### src/rtl/cpu_sequencer.sv
// Eight-phase instruction sequencer for the VeriRISC CPU.
// Owns the phase counter and the sticky halt flag. Decodes phase, opcode and
// the ALU zero flag into the memory, IR, PC, accumulator and ALU strobes.
module cpu_sequencer #(
  parameter int unsigned NPHASE = 8
) (
  input  logic                      clk,
  input  logic                      rst_,
  input  logic                      en,
  input  logic [2:0]                opcode,
  input  logic                      zero,
  output logic [$clog2(NPHASE)-1:0] phase,
  output logic                      mem_rd,
  output logic                      load_ir,
  output logic                      halt,
  output logic                      inc_pc,
  output logic                      load_ac,
  output logic                      load_pc,
  output logic                      mem_wr
);

  // VeriRISC opcode encoding
  localparam logic [2:0] OpHlt = 3'd0;
  localparam logic [2:0] OpSkz = 3'd1;
  localparam logic [2:0] OpAdd = 3'd2;
  localparam logic [2:0] OpAnd = 3'd3;
  localparam logic [2:0] OpXor = 3'd4;
  localparam logic [2:0] OpLda = 3'd5;
  localparam logic [2:0] OpSto = 3'd6;
  localparam logic [2:0] OpJmp = 3'd7;

  typedef enum logic [2:0] {
    StInstAddr  = 3'd0,
    StInstFetch = 3'd1,
    StInstLoad  = 3'd2,
    StIdle      = 3'd3,
    StOpAddr    = 3'd4,
    StOpFetch   = 3'd5,
    StAluOp     = 3'd6,
    StStore     = 3'd7
  } phase_e;

  phase_e phase_q, phase_d;
  logic   halted_q, halted_d;
  logic   aluop;

  assign aluop = (opcode == OpAdd) || (opcode == OpAnd) ||
                 (opcode == OpXor) || (opcode == OpLda);
  assign phase = phase_q;

  // Phase counter and halt flag registers
  always_ff @(posedge clk or negedge rst_) begin
    if (!rst_) begin
      phase_q  <= StInstAddr;
      halted_q <= 1'b0;
    end else begin
      phase_q  <= phase_d;
      halted_q <= halted_d;
    end
  end

  // Advance one phase per enabled edge; HLT leaving OP_ADDR freezes at OP_FETCH
  always_comb begin
    phase_d  = phase_q;
    halted_d = halted_q;
    if (en && !halted_q) begin
      phase_d = phase_e'(phase_q + 3'd1);
      if ((phase_q == StOpAddr) && (opcode == OpHlt)) begin
        halted_d = 1'b1;
      end
    end
  end

  // Strobe decode from registered phase, halt flag, opcode and zero
  always_comb begin
    mem_rd  = 1'b0;
    load_ir = 1'b0;
    halt    = 1'b0;
    inc_pc  = 1'b0;
    load_ac = 1'b0;
    load_pc = 1'b0;
    mem_wr  = 1'b0;
    if (halted_q) begin
      halt = 1'b1;
    end else begin
      case (phase_q)
        StInstAddr:  ;
        StInstFetch: mem_rd = 1'b1;
        StInstLoad,
        StIdle: begin
          mem_rd  = 1'b1;
          load_ir = 1'b1;
        end
        StOpAddr: begin
          inc_pc = 1'b1;
          halt   = (opcode == OpHlt);
        end
        StOpFetch: mem_rd = aluop;
        StAluOp: begin
          mem_rd  = aluop;
          load_ac = aluop;
          inc_pc  = (opcode == OpSkz) && zero;
          load_pc = (opcode == OpJmp);
        end
        StStore: begin
          mem_rd  = aluop;
          load_ac = aluop;
          inc_pc  = (opcode == OpJmp);
          load_pc = (opcode == OpJmp);
          mem_wr  = (opcode == OpSto);
        end
        default: ;
      endcase
    end
  end

  // Memory is single-ported: read and write must never coincide
  always_comb begin
    assert (!(mem_rd && mem_wr));
  end

endmodule

### config.mk
export PLATFORM = sky130hd
export DESIGN_NAME = cpu_sequencer
export DESIGN_NICKNAME = d
export VERILOG_FILES = /design/src/rtl/cpu_sequencer.sv
export SDC_FILE = /design/constraint.sdc
export NUM_CORES = 1
export LEC_CHECK = 0
export BUFFER_PORTS_ARGS = -buffer_cell sky130_fd_sc_hd__buf_4
export CAP_MARGIN = 20
export CORE_AREA = 2 2 39 41
export CTS_CLUSTER_SIZE = 10
export DETAILED_ROUTE_END_ITERATION = 8
export DIE_AREA = 0 0 41 43
export PLACE_DENSITY = 0.6
export SETUP_SLACK_MARGIN = 0.4
export SLEW_MARGIN = 0
export SYNTH_ARGS = -nofsm -noshare
export SYNTH_HDL_FRONTEND = slang
export SYNTH_SLANG_ARGS = --single-unit
### constraint.sdc
create_clock -name clk -period 1.7 [get_ports clk]
set_input_delay 0.34 -clock clk [delete_from_list [all_inputs] [get_ports clk]]
set_output_delay 0.34 -clock clk [all_outputs]
set_load 0.02 [all_outputs]
==> results of run 1 <==
-- critical path, delay by kind of cell, from the launching register on --
family                   cells  cell delay [ps]
AO/OA/AOI/OAI                1              270
buffers and inverters        1              150
adder cells (fa/ha/maj)      2              350
AND/OR/NAND/NOR              1               60
flip-flops                   1              430
-- cell usage in the layout (no fill, tap or decap), types with 2 or more instances in the layout --
cell type   n
buf_4      16
buf_6       7
ha_4        4
dfrtp_2     4
clkbuf_4    3
inv_1       2
inv_2       2
nor3_4      2
a21oi_2     2
xnor2_1     2
nor3_2      2
nand2_1     2
nand4_1     2
-- cell families (layout without fill, tap and decap cells) --
family | count (synthesis) | in the layout | synth area share, %
AND/OR/NAND/NOR | 15 | 15 | 22.1
AO/OA/AOI/OAI | 7 | 7 | 13.9
adder cells (fa/ha/maj) | 6 | 6 | 21.4
buffers and inverters | 5 | 33 | 5.71
flip-flops | 4 | 4 | 28.6
XOR/XNOR | 2 | 2 | 5.00
multiplexers | 1 | 1 | 3.21
-- final timing paths --
| check | from | slack, ps | to |
|---|---|---|---|
| max in group asynchronous | rst_ | 1140 | phase[2] |
| min in group asynchronous | rst_ | 440 | phase[1] |
| max reg2reg | halted_q | 500 | phase[1] |
| max | phase[1] | -140 | mem_rd |
| min | en | 370 | halted_q |
| min reg2reg | phase[0] | 560 | phase[0] |
-- per-stage QoR --
stage	TNS, ps	worst slack (ps)	utilization [%]	cell area [sq um]
finish	-457	-137	55.7	771
global route	-858	-211	55.7	771
CTS	-611	-155	52.2	722
detailed placement	0	97.2	46.2	639
global placement	0	101	46.2	639
floorplan	0	143	-	489
-- timing repair --
item | in CTS | in global routing
hold buffers | 1 | 0
buffers inserted | 3 | 3
endpoints found under the setup margin | 8 | 9
endpoints found under the hold margin | 4 | 0
gates resized for setup | 6 | 6
pin swaps | 1 | 3
-- cells in the mapped netlist --
cell      instances  share of area (%)
a21oi_1           2                2.9
a221oi_1          1                2.5
a31o_2            1                2.5
a31oi_1           1                1.8
a41o_1            1                2.9
buf_2             1                1.4
dfrtp_1           4                 29
ha_1              6                 21
inv_1             4                4.3
mux2_2            1                3.2
nand2_1           2                2.1
nand2b_1          2                3.6
nand3_1           2                2.9
nand4_1           2                3.6
nor2_1            2                2.1
nor3_1            4                5.7
nor3b_1           1                2.1
o21ai_0           1                1.4
xnor2_1           2                5.0
-- layout make-up --
type / count / area share, %
Clock buffer: 4 / 3.41
Inverter: 4 / 1.95
Multi-Input combinational cell: 31 / 50.6
Sequential cell: 4 / 13.6
Tap cell: 16 / 2.60
Timing Repair Buffer: 25 / 27.8
-- flip-flops by register name, summed over array words and instances (netlist names) --
name / flops
halted_q: 1
phase: 3
-- power breakdown --
group | internal (mW) | switching, mW | leakage [nW]
sequential | 0.152 | 0.0764 | 0.0441
combinational | 0.540 | 0.498 | 0.268
clock | 0.0881 | 0.0397 | 0.0150
total | 0.780 | 0.614 | 0.327
-- metal layers --
metal	part of all wire, %	routed length [um]
met1	39	370
met2	54	513
met3	5.5	52
met4	1.3	12
met5	0	0
==> key figures, run 1 <==
Run status
  • Run status: complete, but fails checks
  • Failing checks: setup timing

Critical path
  • Slowest-stage cell, CP: dfrtp_2
  • Cell Chain, Critical Path: ha_4 -> ha_4 -> nand2b_4 -> a221oi_4 -> buf_6
  • Worst path arrival time: 1500 ps
  • R2R depth: 3
  • CP Capture Type: output port
  • Critical path's largest stage delay: 430 ps
  • Crit path max fanout: 5
  • Crit path launch type: flop
  • Most used cell, CP: ha_4
  • Critical Path RT: ~1400 ps
  • Setup CP Type: flop to output port

Synthesis
  • Mapped Cells: 40
  • Synth Cell Area: 350 sq um
  • FF+latch count, synth: 4
  • Syn Area/Cell: 8.76 sq um
  • Synth cell types: 19
  • Syn_nets: 53
  • Part of the Yosys area used for sequential elements: 28.6%
  • Yosys Warn Count: 0

Floorplan
  • Starting Density: 25.3%
  • Height of the die: 43 um
  • IO Count: 17
  • DIE WIDTH: about 40 um
  • Die area: 1760 sq um
  • Core Rows: 14
  • CORE AREA: 1380 sq um

GRT
  • First-pass GRT wire length: 1520 um
  • Largest net degree at the start of global routing: 10
  • Grt met1 use: 15.5%
  • Met2 Use GR: 20.3%
  • Global routing's busiest layer: met2
  • Initial antenna violation count: 0
  • Overflow left after global routing: 0
  • Vias in the first global route: 372
  • Met3 Track Usage GR: 3.14%
  • Gr usage total: 13.5%

Route
  • Via count: 397
  • Iter 0 DRT Violations: 2
  • Antenna-violating nets left: 0
  • DR vias/cell: 4.73
  • Routed wire length: 949 um
  • Routed len/inst: 11.3 um
  • DR pass1 iterations: 2
  • # DRC: 0

Clocking
  • CTS tree: done
  • Clock Latency Late Sink: between 200 and 250 ps
  • H-Tree Depth: 1
  • Sink Count: 4
  • Clock-pin slew on the worst setup and hold paths: 40 ps
  • CTS Root Cell: clkbuf_4
  • CTS Buf Count: 3
  • CTS max path bufs: 2

STA
  • Final worst path period need: 1840 ps
  • Fin crit share: 108%
  • Final Hold Viols: 0
  • Final Setup Violations: 5
  • Max_slew headroom: 85.6%
  • Setup ws final: -137 ps
  • Fin. max-slew vios: 0
  • Fmax: around 540 MHz
  • Worst slew pin tran: 215 ps
  • RSZ-0062 raised after global routing: yes
  • Clock Skew: approximately 4.3 ps
  • Hold slack final: 374 ps

Layout
  • Number of diodes: 0
  • Final #Nets: a little over 80
  • Register area: 105 sq um
  • Layout fillers: 123
  • Multi-input logic area: 390 sq um
  • Fraction of layout instances using a drive strength above 1: 76.5%
  • P&R area growth vs syn: 120%
  • Finished Layout Cells: 84

Power and ir drop
  • Leak pwr: 0.327 nW
  • Maximum VDD drop: about 1.1 mV
  • Final Power: around 1.4 mW
  • Pwr/cell area: 1810 nW/um^2

Placed design
  • Inst Count DP: 73
  • Gpl congestion: 0.660
  • Dpl hpwl: 685 um
  • Port bufs: 16

Hold path
  • Tightest Hold Check Type: input port to flop
  • Hold path cells: 2

Job
  • Maxcap violations: 0
No activity file was read; power rests on OpenSTA's default activity.
==> inputs of run 2 (changes only) <==
--- a/config.mk
+++ b/config.mk
@@ -5,13 +5,14 @@
 export SDC_FILE = /design/constraint.sdc
 export NUM_CORES = 1
 export LEC_CHECK = 0
-export BUFFER_PORTS_ARGS = -buffer_cell sky130_fd_sc_hd__buf_4
+export ABC_AREA = 1
+export BUFFER_PORTS_ARGS = -buffer_cell sky130_fd_sc_hd__buf_2
 export CAP_MARGIN = 20
 export CORE_AREA = 2 2 39 41
 export CTS_CLUSTER_SIZE = 10
 export DETAILED_ROUTE_END_ITERATION = 8
 export DIE_AREA = 0 0 41 43
-export PLACE_DENSITY = 0.6
+export PLACE_DENSITY = 0.62
 export SETUP_SLACK_MARGIN = 0.4
 export SLEW_MARGIN = 0
 export SYNTH_ARGS = -nofsm -noshare
==> constraint.sdc (replaced) <==
create_clock -name clk -period 2.3 [get_ports clk]
set_input_delay 0.46 -clock clk [delete_from_list [all_inputs] [get_ports clk]]
set_output_delay 0.46 -clock clk [all_outputs]
set_load 0.02 [all_outputs]
==> run 2 against run 1 <==
Effect of this change: the flow now finishes without violations; register-to-register slack improved by 660 ps; design area decreased by 21%; area after synthesis is 9.6% higher; hold slack got worse by 350 ps; worst setup slack improved by 540 ps; first-iteration DRC count increased by 100%; total power down 88%; sequential power shrank 69%; global-route usage down 3.2 points; critical path type unchanged; critical endpoint unchanged.
==> key figures, run 2 <==
Job
  • Maxcap violations: 0 (unchanged)

Route
  • # DRC: 0 (unchanged)
  • Routed len/inst: 9.13 um (was 11.3 um)
  • Via count: 419 (was 397)
  • Routed wire length: 876 um (was 949 um)
  • DR pass1 iterations: 2 (unchanged)
  • DR vias/cell: 4.36 (was 4.73)
  • Antenna-violating nets left: 0 (unchanged)
  • Iter 0 DRT Violations: 4 (was 2)

Clocking
  • # hold bufs at CTS: 0 (was 1)
  • H-Tree Depth: 1 (unchanged)
  • CTS Buf Count: 3 (unchanged)
  • CTS Root Cell: clkbuf_4 (unchanged)
  • Clock Latency Late Sink: 230 ps (about the same)
  • CTS tree: done (unchanged)
  • CTS max path bufs: 2 (unchanged)
  • Clock-pin slew on the worst setup and hold paths: 40 ps (about the same)
  • Sink Count: 4 (unchanged)

Synthesis
  • Post-synth top cells: nand2_1, nor2_1, inv_1, ha_1, dfrtp_1 (was ha_1, dfrtp_1, inv_1, nor3_1)
  • Mapped Cells: 58 (was 40)
  • Count leader, synth: nand2_1 (was ha_1)
  • Dominant synthesized flop cell: dfrtp_1 (unchanged)
  • Syn_nets: 71 (was 53)
  • Syn Area/Cell: 6.62 sq um (was 8.76 sq um)
  • Synth Cell Area: 384 sq um (was 350 sq um)
  • Post-synth top area share: 26.1% (was 28.6%)
  • Largest area contributor in the netlist: dfrtp_1 (unchanged)
  • Part of the Yosys area used for sequential elements: 26.1% (was 28.6%)
  • Yosys Warn Count: 0 (unchanged)
  • FF+latch count, synth: 4 (unchanged)
  • Synth cell types: 14 (was 19)
  • Number of enable flip-flop cells after synthesis: 0 (unchanged)
  • Ys async rst share: 100% (unchanged)
  • Top post-synthesis cells by area: dfrtp_1, ha_1, nand2_1, nor2_1, inv_1 (was dfrtp_1, ha_1, nor3_1, xnor2_1, inv_1)

Layout
  • Post-layout util: 44.1% (was 55.7%)
  • P&R area growth vs syn: 59.0% (was 120%)
  • Finished Layout Cells: 96 (was 84)
  • Final #Nets: 95 (was 82)
  • Commonest cells after routing, fill and taps aside: buf_2, nand2_1, nor2_1 (was buf_4, buf_6, ha_4, dfrtp_2, clkbuf_4)
  • Number of diodes: 0 (unchanged)
  • Number of flip-flops in the largest register: 3 (unchanged)
  • Fraction of layout instances using a drive strength above 1: 47.5% (was 76.5%)
  • Commonest non-fill, non-tap cell in the layout: buf_2 (was buf_4)
  • Layout fillers: 142 (was 123)
  • Final instance area: 611 sq um (was 771 sq um)

GRT
  • Vias in the first global route: 330 (was 372)
  • Gr usage total: 10.3% (was 13.5%)
  • Overflow left after global routing: 0 (unchanged)
  • Largest net degree at the start of global routing: 10 (unchanged)
  • First-pass GRT wire length: 1250 um (was 1520 um)
  • Initial antenna violation count: 0 (unchanged)

Floorplan
  • Core Rows: 14 (unchanged)
  • DIE WIDTH: 41 um (unchanged)
  • Die area: 1760 sq um (unchanged)
  • Height of the die: 43 um (unchanged)
  • IO Count: 17 (unchanged)
  • Starting Density: 27.8% (was 25.3%)
  • CORE AREA: 1380 sq um (unchanged)

STA
  • Setup_tns: 0 ps (was -457 ps)
  • Hold slack final: 22.7 ps (was 374 ps)
  • Final Hold Viols: 0 (unchanged)
  • Final worst path period need: 1900 ps
  • Fmax: ~530 MHz
  • RSZ-0062 raised after global routing: yes (unchanged)
  • Max_slew headroom: 84.5% (was 85.6%)
  • Fin. max-slew vios: 0 (unchanged)
  • Worst slew pin tran: 233 ps (was 215 ps)
  • Final Setup Violations: 0 (was 5)
  • Fin crit share: 82.6%
  • Setup ws final: 401 ps (was -137 ps)
  • Clock Skew: 2.14 ps (was 4.28 ps)

Power and ir drop
  • Clock power share: 50.4% (was 9.2%)
  • Maximum VDD drop: 0.258 mV (was 1.08 mV)
  • Flop pwr share: 41.9% (was 16.3%)
  • Pwr/cell area: 277 nW/um^2 (was 1810 nW/um^2)
  • Leak pwr: 0.322 nW (was 0.327 nW)
  • Final Power: 169 uW (was 1.39 mW)
  • Int Power: 134 uW (was 780 uW)
  • Comb pwr share: 7.8% (was 74.5%)
  • Net Switching: 34.5 uW (was 614 uW)
  • Sw Ratio: 20.4% (was 44.1%)

Critical path
  • Crit path max fanout: 3 (was 5)
  • Reg2reg end: halted_q (was phase[1])
  • Slowest-stage cell, CP: dfrtp_2 (unchanged)
  • CP Capture Type: output port (unchanged)
  • Worst path arrival time: 1440 ps (was 1500 ps)
  • Critical Path RT: 1840 ps (was 1360 ps)
  • Worst R2R Start: phase[0] (was halted_q)
  • R2R setup slack: 1160 ps (was 500 ps)
  • Critical path's largest stage delay: 430 ps (about the same)
  • Setup CP Type: flop to output port (unchanged)
  • R2R depth: 5 (was 3)
  • Crit path launch type: flop (unchanged)
  • CP startpoint: phase[0] (was phase[1])
  • Cell Chain, Critical Path: ha_4 -> ha_2 -> inv_1 -> nand2_1 -> nor2_1 -> a21oi_1 -> buf_4 (was ha_4 -> ha_4 -> nand2b_4 -> a221oi_4 -> buf_6)

Placed design
  • Dpl hpwl: 655 um (was 685 um)
  • DP Worst Slack: 574 ps (was 97.2 ps)
  • Port bufs: 16 (unchanged)
  • Dpl cell area: 490 sq um (was 639 sq um)
  • Gpl congestion: 0.661 (was 0.660)
  • Inst Count DP: 90 (was 73)

Hold path
  • Tightest Hold Check Type: input port to asynchronous set/reset pin (was input port to flop)

Run status
  • Run status: complete, no violations (was complete, but fails checks)
-- run 2: cell count changes after synthesis, moves of 2 or more --
cell and change:
nand2_2 +2, inv_1 +5, xnor2_1 -2, nand2b_1 -2, nor3_1 -4, inv_2 +2, nand2_1 +10, nor2_1 +9
-- run 2: layout make-up --
cell class / instances / area, sq um / area share (%)
multi-input cells: 43 / 307 / 50.2
repair buffers: 19 / 114 / 18.6
flip-flops and latches: 4 / 104 / 17.0
inverters: 11 / 43.8 / 7.17
clock buffers: 3 / 22.5 / 3.69
well taps: 16 / 20.0 / 3.28
-- run 2: power groups by stage --
| stage | registers [mW] | logic, mW | clock network, mW |
|---|---|---|---|
| 3_3_place_gp | 0.0717 | 0.0134 | 0 |
| 5_1_grt | 0.0707 | 0.0151 | 0.0940 |
| 2_1_floorplan | 0.0717 | 0.00445 | 0 |
| 6_report | 0.0708 | 0.0131 | 0.0851 |
| 3_5_place_dp | 0.0717 | 0.0133 | 0 |
| 4_1_cts | 0.0707 | 0.0133 | 0.0893 |
-- run 2: critical path: cells and delay by family (launching register included) --
kind                       cells  cell delay, ps
buffers and inverters          2             220
AOI/OAI and AO/OA              1              60
and+or+nand+nor                2             140
DFF                            1             430
adders and majority gates      2             340
-- run 2: cells by family (layout without fill, tap and decap cells) --
| family | count (synthesis) | count (layout) | synth area share [%] |
|---|---|---|---|
| DFF | 4 | 4 | 26.1 |
| and+or+nand+nor | 31 | 31 | 34.9 |
| xor gates and xnor gates | 1 | 1 | 2.28 |
| adders and majority gates | 6 | 6 | 19.5 |
| buffers and inverters | 11 | 33 | 10.7 |
| AOI/OAI and AO/OA | 5 | 5 | 6.51 |
-- run 2: worst max path at each step --
stage,depth (start not counted),slack (ps),endpoint
6_report,7,400,mem_rd
4_1_cts,7,400,inc_pc
5_1_grt,7,310,mem_rd
3_3_place_gp,7,600,mem_rd
2_1_floorplan,6,480,mem_rd
3_5_place_dp,7,570,mem_rd
-- run 2: routing by layer --
metal | wire length, um | vias up | global-route usage, %
met4 | 0 | 0 | 4.00
li1 | - | 226 | -
met1 | 374 | 183 | 13.7
met5 | 0 | - | 0
met2 | 468 | 10 | 15.0
met3 | 34 | 0 | 3.14
-- run 2: repair_timing --
item | in CTS | in global routing
setup endpoints to repair | 5 | 5
setup buffers | 2 | 1
pin swaps | 2 | 8
resized for setup | 7 | 14
==> inputs of run 3 (changes only) <==
--- a/config.mk
+++ b/config.mk
@@ -12,7 +12,7 @@
 export CTS_CLUSTER_SIZE = 10
 export DETAILED_ROUTE_END_ITERATION = 8
 export DIE_AREA = 0 0 41 43
-export PLACE_DENSITY = 0.62
+export PLACE_DENSITY = 0.64
 export SETUP_SLACK_MARGIN = 0.4
 export SLEW_MARGIN = 0
 export SYNTH_ARGS = -nofsm -noshare
==> constraint.sdc (replaced) <==
create_clock -name clk -period 1.5 [get_ports clk]
set_input_delay 0.3 -clock clk [delete_from_list [all_inputs] [get_ports clk]]
set_output_delay 0.3 -clock clk [all_outputs]
set_load 0.02 [all_outputs]
==> run 3 against run 2 <==
Effect of this change: the run now ends with setup timing left; first-iteration DRC count shrank 25%; flip-flop and latch count stayed put; sequential share of layout area fell by 3.8 points; largest power group unchanged.
==> key figures, run 3 (synthesized netlist as in run 2, its figures left out) <==
Run status
  • Run status: complete, but fails checks (was complete, no violations)
  • Failing checks: setup timing

Floorplan
  • DIE WIDTH: 41 um (unchanged)
  • Starting Density: 27.8% (unchanged)
  • IO Count: 17 (unchanged)
  • CORE AREA: 1380 sq um (unchanged)
  • Die area: 1760 sq um (unchanged)
  • Core Rows: 14 (unchanged)
  • Height of the die: 43 um (unchanged)

STA
  • Final Setup Violations: 7 (was 0)
  • Max_slew headroom: 87.3% (was 84.5%)
  • Setup ws final: -254 ps (was 401 ps)
  • Final Hold Viols: 0 (unchanged)
  • RSZ-0062 raised after global routing: yes (unchanged)
  • Fmax: 570 MHz
  • Fin crit share: 117%
  • Fin. max-slew vios: 0 (unchanged)
  • Final worst path period need: roughly 1800 ps
  • Worst slew pin tran: 189 ps (was 233 ps)
  • Clock Skew: 5.88 ps (was 2.14 ps)

Hold path
  • Tightest Hold Check Type: input port to asynchronous set/reset pin (unchanged)

Route
  • Met2 WL post-DR: 547 um (was 468 um)
  • DR vias/cell: 4.50 (was 4.36)
  • # DRC: 0 (unchanged)
  • Met3 wire len: 37 um (was 34 um)
  • Top sig layer: met3 (unchanged)
  • Routed len/inst: 9.58 um (was 9.13 um)
  • Iter 0 DRT Violations: 3 (was 4)
  • DR pass1 iterations: 4 (was 2)
  • Met1 wire length: 392 um (was 374 um)
  • Antenna-violating nets left: 0 (unchanged)
  • Via count: 459 (was 419)
  • Routed wire length: 977 um (was 876 um)

GRT
  • Largest net degree at the start of global routing: 7 (was 10)
  • Gr usage total: 13.7% (was 10.3%)
  • Overflow left after global routing: 0 (unchanged)
  • First-pass GRT wire length: 1600 um (was 1250 um)
  • Initial antenna violation count: 0 (unchanged)
  • Vias in the first global route: 432 (was 330)

Layout
  • Commonest non-fill, non-tap cell in the layout: buf_4 (was buf_2)
  • Final instance area: 788 sq um (was 611 sq um)
  • Final #Nets: 100 (was 95)
  • Fraction of layout instances using a drive strength above 1: 68.6% (was 47.5%)
  • Layout fillers: 124 (was 142)
  • P&R area growth vs syn: 105% (was 59.0%)
  • Commonest cells after routing, fill and taps aside: buf_4, nand2_1, buf_2, buf_6 (was buf_2, nand2_1, nor2_1)
  • Number of diodes: 0 (unchanged)
  • Post-layout util: 57.0% (was 44.1%)
  • Number of flip-flops in the largest register: 3 (unchanged)

Clocking
  • Sink Count: 4 (unchanged)
  • Clock Latency Late Sink: 240 ps (was 230 ps)
  • H-Tree Depth: 1 (unchanged)
  • CTS max path bufs: 2 (unchanged)
  • CTS Root Cell: clkbuf_4 (unchanged)
  • Clock-pin slew on the worst setup and hold paths: 40 ps (about the same)
  • CTS tree: done (unchanged)
  • CTS Buf Count: 3 (unchanged)

Job
  • Maxcap violations: 0 (unchanged)

Critical path
  • Crit path max fanout: 3 (unchanged)
  • Worst path arrival time: 1450 ps (was 1440 ps)
  • Critical Path RT: 1200 ps (was 1840 ps)
  • CP Capture Type: output port (unchanged)
  • Crit path launch type: flop (unchanged)
  • Setup CP Type: flop to output port (unchanged)

Placed design
  • Port bufs: 16 (unchanged)
  • Gpl congestion: 0.655 (was 0.661)
  • Dpl cell area: 609 sq um (was 490 sq um)
  • Dpl hpwl: 768 um (was 655 um)

Power and ir drop
  • Maximum VDD drop: 0.314 mV (was 0.258 mV)
  • Leak pwr: 0.381 nW (was 0.322 nW)
  • Final Power: 280 uW (was 169 uW)
  • Pwr/cell area: 356 nW/um^2 (was 277 nW/um^2)
==> run 3: per-stage QoR <==
| stage | setup WS [ps] | hold WS [ps] | instances | TNS [ps] |
|---|---|---|---|---|
| after floorplan | 23.1 | 4.41 | 58 | 0 |
| after global placement | -39.6 | 109 | 94 | -81.6 |
| after detailed placement | -56.6 | 107 | 94 | -129 |
| after CTS | -266 | 382 | 102 | -1540 |
| after global routing | -328 | 393 | 102 | -1780 |
| final | -254 | 388 | 102 | -1230 |
==> run 3: metal layers <==
layer	vias up	GRT usage, %
met4	0	10.0
li1	237	-
met3	0	3.14
met5	-	0
met2	13	21.9
met1	209	14.7
==> run 3: timing repair <==
item,CTS,global route
endpoints found under the hold margin,4,0
setup buffers,3,0
resized for setup,17,17
endpoints found under the setup margin,12,12
pin swaps,9,6
hold buffers,1,0
==> run 3: worst paths after layout <==
kind | depth (start not counted) | to | start | slack, ps
hold / removal | 2 | phase[0] | rst_ | 390
min in group clk | 3 | phase[2] | en | 400
hold reg to reg | 2 | phase[2] | phase[2] | 620
setup reg to reg | 4 | halted_q | phase[1] | 430
setup / recovery | 7 | inc_pc | phase[1] | -250
max in group asynchronous | 2 | phase[2] | rst_ | 980
==> run 3: critical path: stages (launching register included) <==
cell	delay, ps
dfrtp_2	450
ha_4	200
ha_4	170
nand4_1	70
nand2_1	60
nor2_2	110
nor2_2	40
buf_6	120
==> run 3: cell type report <==
type | instances | area (sq um) | share of cell area, %
clock buffer | 4 | 26.3 | 3.33
inverter | 11 | 46.3 | 5.87
sequential | 4 | 104 | 13.2
timing repair buffer | 24 | 204 | 25.9
multi-input combinational | 43 | 388 | 49.2
tap | 16 | 20.0 | 2.54
==> run 3: power by group <==
part	internal, mW	switching (mW)
Sequential	0.108	0
Combinational	0.0118	0.0153
Clock	0.0999	0.0450
